==> src/rtl/counter_updown_k.sv <==
// Parametrised modulo-K up/down counter with clear, range-checked load, cascade carry and sticky wrap flag.
// Optional saturating mode: define COUNTER_UPDOWN_K_SAT_EN to hold at the limits instead of wrapping.
module counter_updown_k #(
    parameter int WIDTH = 8,
    parameter int K     = 20,
    parameter int INIT  = 0
) (
    input  logic             clk,
    input  logic             rst,
    input  logic             clr,
    input  logic             load,
    input  logic [WIDTH-1:0] load_val,
    input  logic             en,
    input  logic             up,
    output logic [WIDTH-1:0] val,
    output logic             tc,
    output logic             carry_out,
    output logic             wrapped,
    output logic             load_err
);

    // K may equal 2**WIDTH, so the load range check is done one bit wider.
    localparam logic [WIDTH-1:0] K_MAX  = WIDTH'(K - 1);
    localparam logic [WIDTH:0]   K_EXT  = (WIDTH + 1)'(K);
    localparam logic [WIDTH-1:0] INIT_V = WIDTH'(INIT);

    generate
        if (K < 2 || longint'(K) > (longint'(1) << WIDTH)) begin : g_bad_k
            $error("counter_updown_k: K must satisfy 2 <= K <= 2**WIDTH");
        end
        if (INIT < 0 || INIT >= K) begin : g_bad_init
            $error("counter_updown_k: INIT must satisfy 0 <= INIT < K");
        end
    endgenerate

    logic [WIDTH-1:0] val_q, val_d;
    logic             wrapped_q, wrapped_d;
    logic             load_err_q, load_err_d;
    logic             load_oor;
    logic             at_top;
    logic             at_bottom;

    assign at_top    = (val_q == K_MAX);
    assign at_bottom = (val_q == '0);
    assign load_oor  = ({1'b0, load_val} >= K_EXT);

    assign tc        = up ? at_top : at_bottom;
    assign carry_out = en & tc;

    // Priority clr > load > en; the wrap is taken by explicit compare, never by overflow.
    always_comb begin
        val_d      = val_q;
        wrapped_d  = wrapped_q;
        load_err_d = 1'b0;
        if (clr) begin
            val_d     = '0;
            wrapped_d = 1'b0;
        end else if (load) begin
            if (load_oor) begin
                val_d      = K_MAX;
                load_err_d = 1'b1;
            end else begin
                val_d = load_val;
            end
        end else if (en) begin
            if (tc) begin
                wrapped_d = 1'b1;
`ifdef COUNTER_UPDOWN_K_SAT_EN
                val_d = val_q;
`else
                val_d = up ? '0 : K_MAX;
`endif
            end else begin
                val_d = up ? (val_q + WIDTH'(1)) : (val_q - WIDTH'(1));
            end
        end
    end

    always_ff @(posedge clk or posedge rst) begin
        if (rst) begin
            val_q      <= INIT_V;
            wrapped_q  <= 1'b0;
            load_err_q <= 1'b0;
        end else begin
            val_q      <= val_d;
            wrapped_q  <= wrapped_d;
            load_err_q <= load_err_d;
        end
    end

    assign val      = val_q;
    assign wrapped  = wrapped_q;
    assign load_err = load_err_q;

endmodule
==> config.mk <==
export PLATFORM = sky130hd
export DESIGN_NAME = counter_updown_k
export DESIGN_NICKNAME = d
export VERILOG_FILES = /design/src/rtl/counter_updown_k.sv
export SDC_FILE = /design/constraint.sdc
export NUM_CORES = 1
export LEC_CHECK = 0
export ABC_AREA = 1
export CAP_MARGIN = 10
export CORE_ASPECT_RATIO = 1.4
export CORE_MARGIN = 5
export CORE_UTILIZATION = 43
export CTS_BUF_LIST = sky130_fd_sc_hd__clkbuf_16
export CTS_CLUSTER_SIZE = 8
export DETAILED_ROUTE_END_ITERATION = 10
export PLACE_DENSITY = 0.75
export SLEW_MARGIN = 20
export SYNTH_ARGS = -nofsm -noshare
export SYNTH_HDL_FRONTEND = slang
export SYNTH_SLANG_ARGS = --single-unit
==> constraint.sdc <==
create_clock -name clk -period 1.45 [get_ports clk]
set_input_delay 0.3625 -clock clk [delete_from_list [all_inputs] [get_ports clk]]
set_output_delay 0.3625 -clock clk [all_outputs]
set_load 0.03 [all_outputs]
* Word-level counts from Yosys, hierarchy flattened
Cells that the tools add are included.
** Word-level totals
- Output and inout bits :: 12
- Flip-flop bits (word level) :: 10
- Bits in latches :: 0
- Memory bits (writable) :: 0
- Memories kept :: 0
- Input bits :: 14
- Logic and storage cells :: 29
- Bits in read-only memories :: 0
** Cells by class
- Shift-type cells :: 0
- $lt $le $gt $ge :: 1
- Multiply operators :: 0
- Div/mod/pow operators :: 0
- Add/subtract/negate cells :: 2
- Bitwise operators :: 1
- Reduce and logical (&&, ||, !) cells :: 5
- Multiplexer cells :: 15
- Equality and inequality tests :: 2
** Operators with widths (count)
- 8-bit 2-to-1 mux :: 6
- 8-bit by 1-bit adder with 8-bit output (second input constant) :: 1
- 8-bit by 5-bit == test with 1-bit output (second input constant) :: 1
- 8-bit by 5-bit greater-or-equal comparator with 1-bit output (second input constant) :: 1
- 8-bit zero test :: 1
- 1-bit 2-to-1 mux :: 8
- 8-bit by 1-bit subtractor with 8-bit output (second input constant) :: 1
- 5-bit 2-to-1 mux :: 1
- 2-bit nonzero test :: 2
- 3-bit AND reduction :: 1
- 3-bit nonzero test :: 1
- 2-bit inequality test (second input constant) :: 1
- 1-bit AND :: 1

* Depth between registers and ports, before layout
- Depth in word-level cells :: 6
- Depth in mapped cells :: 11
- Mapped depth without buffers :: 11

* Worst setup path before layout
No wires, ideal clock.
- Path type :: reg2out
- From :: reg val_q[2], in the netlist val[2]
- To :: out carry_out
- Stages on the path, launching flop included :: 8
- Data required time :: 1.087 ns
- Slack :: -0.355 ns
- Path buffers :: 0
- Data arrival time :: 1.443 ns
- Path through :: dfrtp_1 > nor2_1 > nand3_1 > nor2_1 > nor2_2 > inv_2 > nand2_1 > inv_1
** On the way
- Cells in the longest elaborated chain, start to end :: 3
- Elaborated cells between the ends (all ways) :: 4
- Those cells by class :: 1 x eq/ne; 1 x mux; 1 x bitwise; 1 x reduce/logical
** RTL lines
- start: declaration :: RTL line 36 : logic [WIDTH-1:0] val_q, val_d;
- start signal: assignment :: RTL line 85 : val_q <= val_d;
- 8-bit by 5-bit == test with 1-bit output or 8-bit zero test (tied branches) :: RTL line 43, 44
- 1-bit 2-to-1 mux (*) :: RTL line 47 : assign tc = up ? at_top : at_bottom;
- named net tc :: RTL line 16 : output logic tc,
- 1-bit AND (*) :: RTL line 48 : assign carry_out = en & tc;
- end: declaration :: RTL line 17 : output logic carry_out,
The timed path passes the listed nets; every way through them passes the cells marked *.

* Final worst setup path
- From :: reg val_q[6], in the netlist val[6]
- To :: out carry_out
** On the way
- Cells in the longest elaborated chain, start to end :: 3
- Elaborated cells between the ends (all ways) :: 4
- Those cells by class :: 1 x eq/ne; 1 x mux; 1 x bitwise; 1 x reduce/logical
** RTL lines (RTL line)
- 8-bit by 5-bit == test with 1-bit output or 8-bit zero test (tied branches) :: 43, 44
- 1-bit 2-to-1 mux (*) :: 47
- 1-bit AND (*) :: 48
Every way passes the cells marked *; elsewhere a longest branch is shown, timed or not.

==> metrics.txt <==
Syn Area/Cell 6.32 um^2; area grow syn2layout 91.6%; Period minus WS final 1870 ps; post-route cell area 1830 um^2; drt first pass iters 4; status finished, violations left; Routed WL 4.30 mm; # rows 20; CP max FO 4; HP Class in2async; Setup Crit Path Kind reg2out; peak supply drop 0.939 mV; TritonCTS buffer count 3; RSZ-0062 raised after global routing true; Max Buffers Root-to-Sink 2; global-route wire length before repair 5.55 mm; worst r2r src val[3]; Hold WS 458 ps; core area 2150 um^2; dpl cell area 1440 um^2; die area 3280 um^2; vias in the first global route 1287; worst path arrival time 1500 ps; most frequent cells in the layout nand2_1 (48), buf_4 (45), inv_1 (15); Root Driver clkbuf_16; vias 1347; setup ws final -416 ps; n_diodes 0; DRC 0; failing checks setup timing; Routed wire per std cell 17.6 um; ys async rst share 100%; initial core utilization 44.4%; power density cells 951 nW/um^2; setup slack, reg-to-reg -300 ps; Detail Placement HPWL 2.30 mm; worst reg2reg endpoint val[4]; clock sink count 10; Cell Area, Synth 955 um^2; Synth Instances 151; DIE HEIGHT 65.8 um; syn_nets 172; Pleak 0.983 nW; routability cong. 0.840; FF-to-FF path depth 11; CTS tree done; Port Buf Inserts 25; Post-synth EDFFs 0; Starting DRT DRC Count 70; DP Cell Count 224; Max Cap Viol 0; Tcrit/Tclk final 129%; grt ovf 0; Finished Layout Cells 245; slew margin rel. 71.4%; CP endpoint kind output port; CTS H-tree lvls 1; post-route ant nets 0; Post-CTS Hold Fix Bufs 0; Die Span X 49.8 um; Clock Skews 1.37 ps; worst-margin pin slew 428 ps; clk slew on worst S/H paths 40 ps; antenna violations before repair 0; Worst setup SP type flop; register area share after synthesis 26.2%; fillers 107; largest net degree at the start of global routing 11; Synth Flop Type dfrtp_1; most common library cell in the layout ignoring fill and taps nand2_1; Final Net Count 246; final setup fails 10; Syn. warnings 0; vias per cell 5.50; fmax 0.536 GHz; Synth cell types 23; share of post-route cells with drive strength above 1 53.4%; CP Data Required Time 1090 ps; GRT Util Overall 21.9%; Final Max Tran Viols 0; Synth Register Bits 10; worst skew pair latency 240 ps; Hold Violations, Final 0; io pins 26
## final cells by class
cell class	count	area, um^2	area share, %
multi-input combinational	113	767	41.9
timing repair buffer	69	582	31.8
sequential	10	260	14.2
inverter	28	118	6.43
clock buffer	3	75.1	4.10
tap	22	27.5	1.50
## state kept, by name, indices dropped and copies added (netlist names)
register / count
load_err: 1
val: 8
wrapped: 1
## synthesized netlist by cell type (2+ instances only)
| master | count | area share (%) |
|---|---|---|
| nand2_1 | 58 | 23 |
| dfrtp_1 | 10 | 26 |
| nand3_1 | 10 | 5.2 |
| nor3_1 | 3 | 1.6 |
| o21ai_2 | 3 | 2.8 |
| a21oi_1 | 5 | 2.6 |
| nor2_2 | 2 | 1.3 |
| ha_1 | 6 | 7.9 |
| nand2_4 | 2 | 2.4 |
| inv_4 | 2 | 1.3 |
| o21ai_0 | 2 | 1.0 |
| o21ai_1 | 2 | 1.0 |
| nor2_1 | 10 | 3.9 |
| nand4_1 | 2 | 1.3 |
| nand3b_1 | 2 | 1.6 |
| inv_2 | 4 | 1.6 |
| inv_1 | 22 | 8.7 |
## worst max-delay path by stage
| stage | slack [ps] | from | to |
|---|---|---|---|
| 2_1_floorplan | -170 | val[6] | carry_out |
| 3_3_place_gp | -640 | up | val[5] |
| 3_5_place_dp | -730 | up | val[5] |
| 4_1_cts | -300 | val[7] | carry_out |
| 5_1_grt | -490 | val[0] | carry_out |
| 6_report | -420 | val[6] | carry_out |
## cell families (layout without fill, tap and decap cells)
logic type	count (synthesis)	after routing	share of synthesized area, %
xor gates and xnor gates	2	2	1.84
and+or+nand+nor	91	91	42.3
buffers and inverters	28	100	11.5
DFF	10	10	26.2
adders and majority gates	7	7	9.96
AOI/OAI and AO/OA	13	13	8.13
## metrics by stage
stage	worst slack (ps)	util, %	total power, W	TNS (ps)
global placement	-644	66.8	0.000959	-5800
CTS	-296	77.7	0.00156	-1030
floorplan	-170	-	0.000710	-441
detailed placement	-726	66.8	0.000974	-6310
finish	-416	85.0	0.00174	-2240
global route	-486	85.0	0.00182	-2850
## timing repair
action	4_1_cts	5_1_grt
pin swaps	18	21
setup buffers	12	8
resized for setup	27	33
cloned	0	0
setup endpoints to repair	13	10
## where the power goes
group / switching [W] / internal [W]
combinational: 0.000482 / 0.000420
sequential: 0.0000398 / 0.000313
clock: 0.000128 / 0.000358
total: 0.000650 / 0.00109
## metal layers
metal	track usage, %	vias to the layer above	share of wire, %
li1	-	618	-
met5	0	-	0
met3	1.59	28	5.4
met2	43.0	89	53
met4	11.8	0	6.3
met1	21.9	612	35
## worst max-delay path: stages (launching register included)
cell	delay [ps]
dfrtp_2	410
nor2_4	200
nand3_2	160
nor2_4	130
nor2_4	50
inv_2	60
nand2_2	70
inv_4	60
buf_6	120
(Power assumes the default switching activity.)
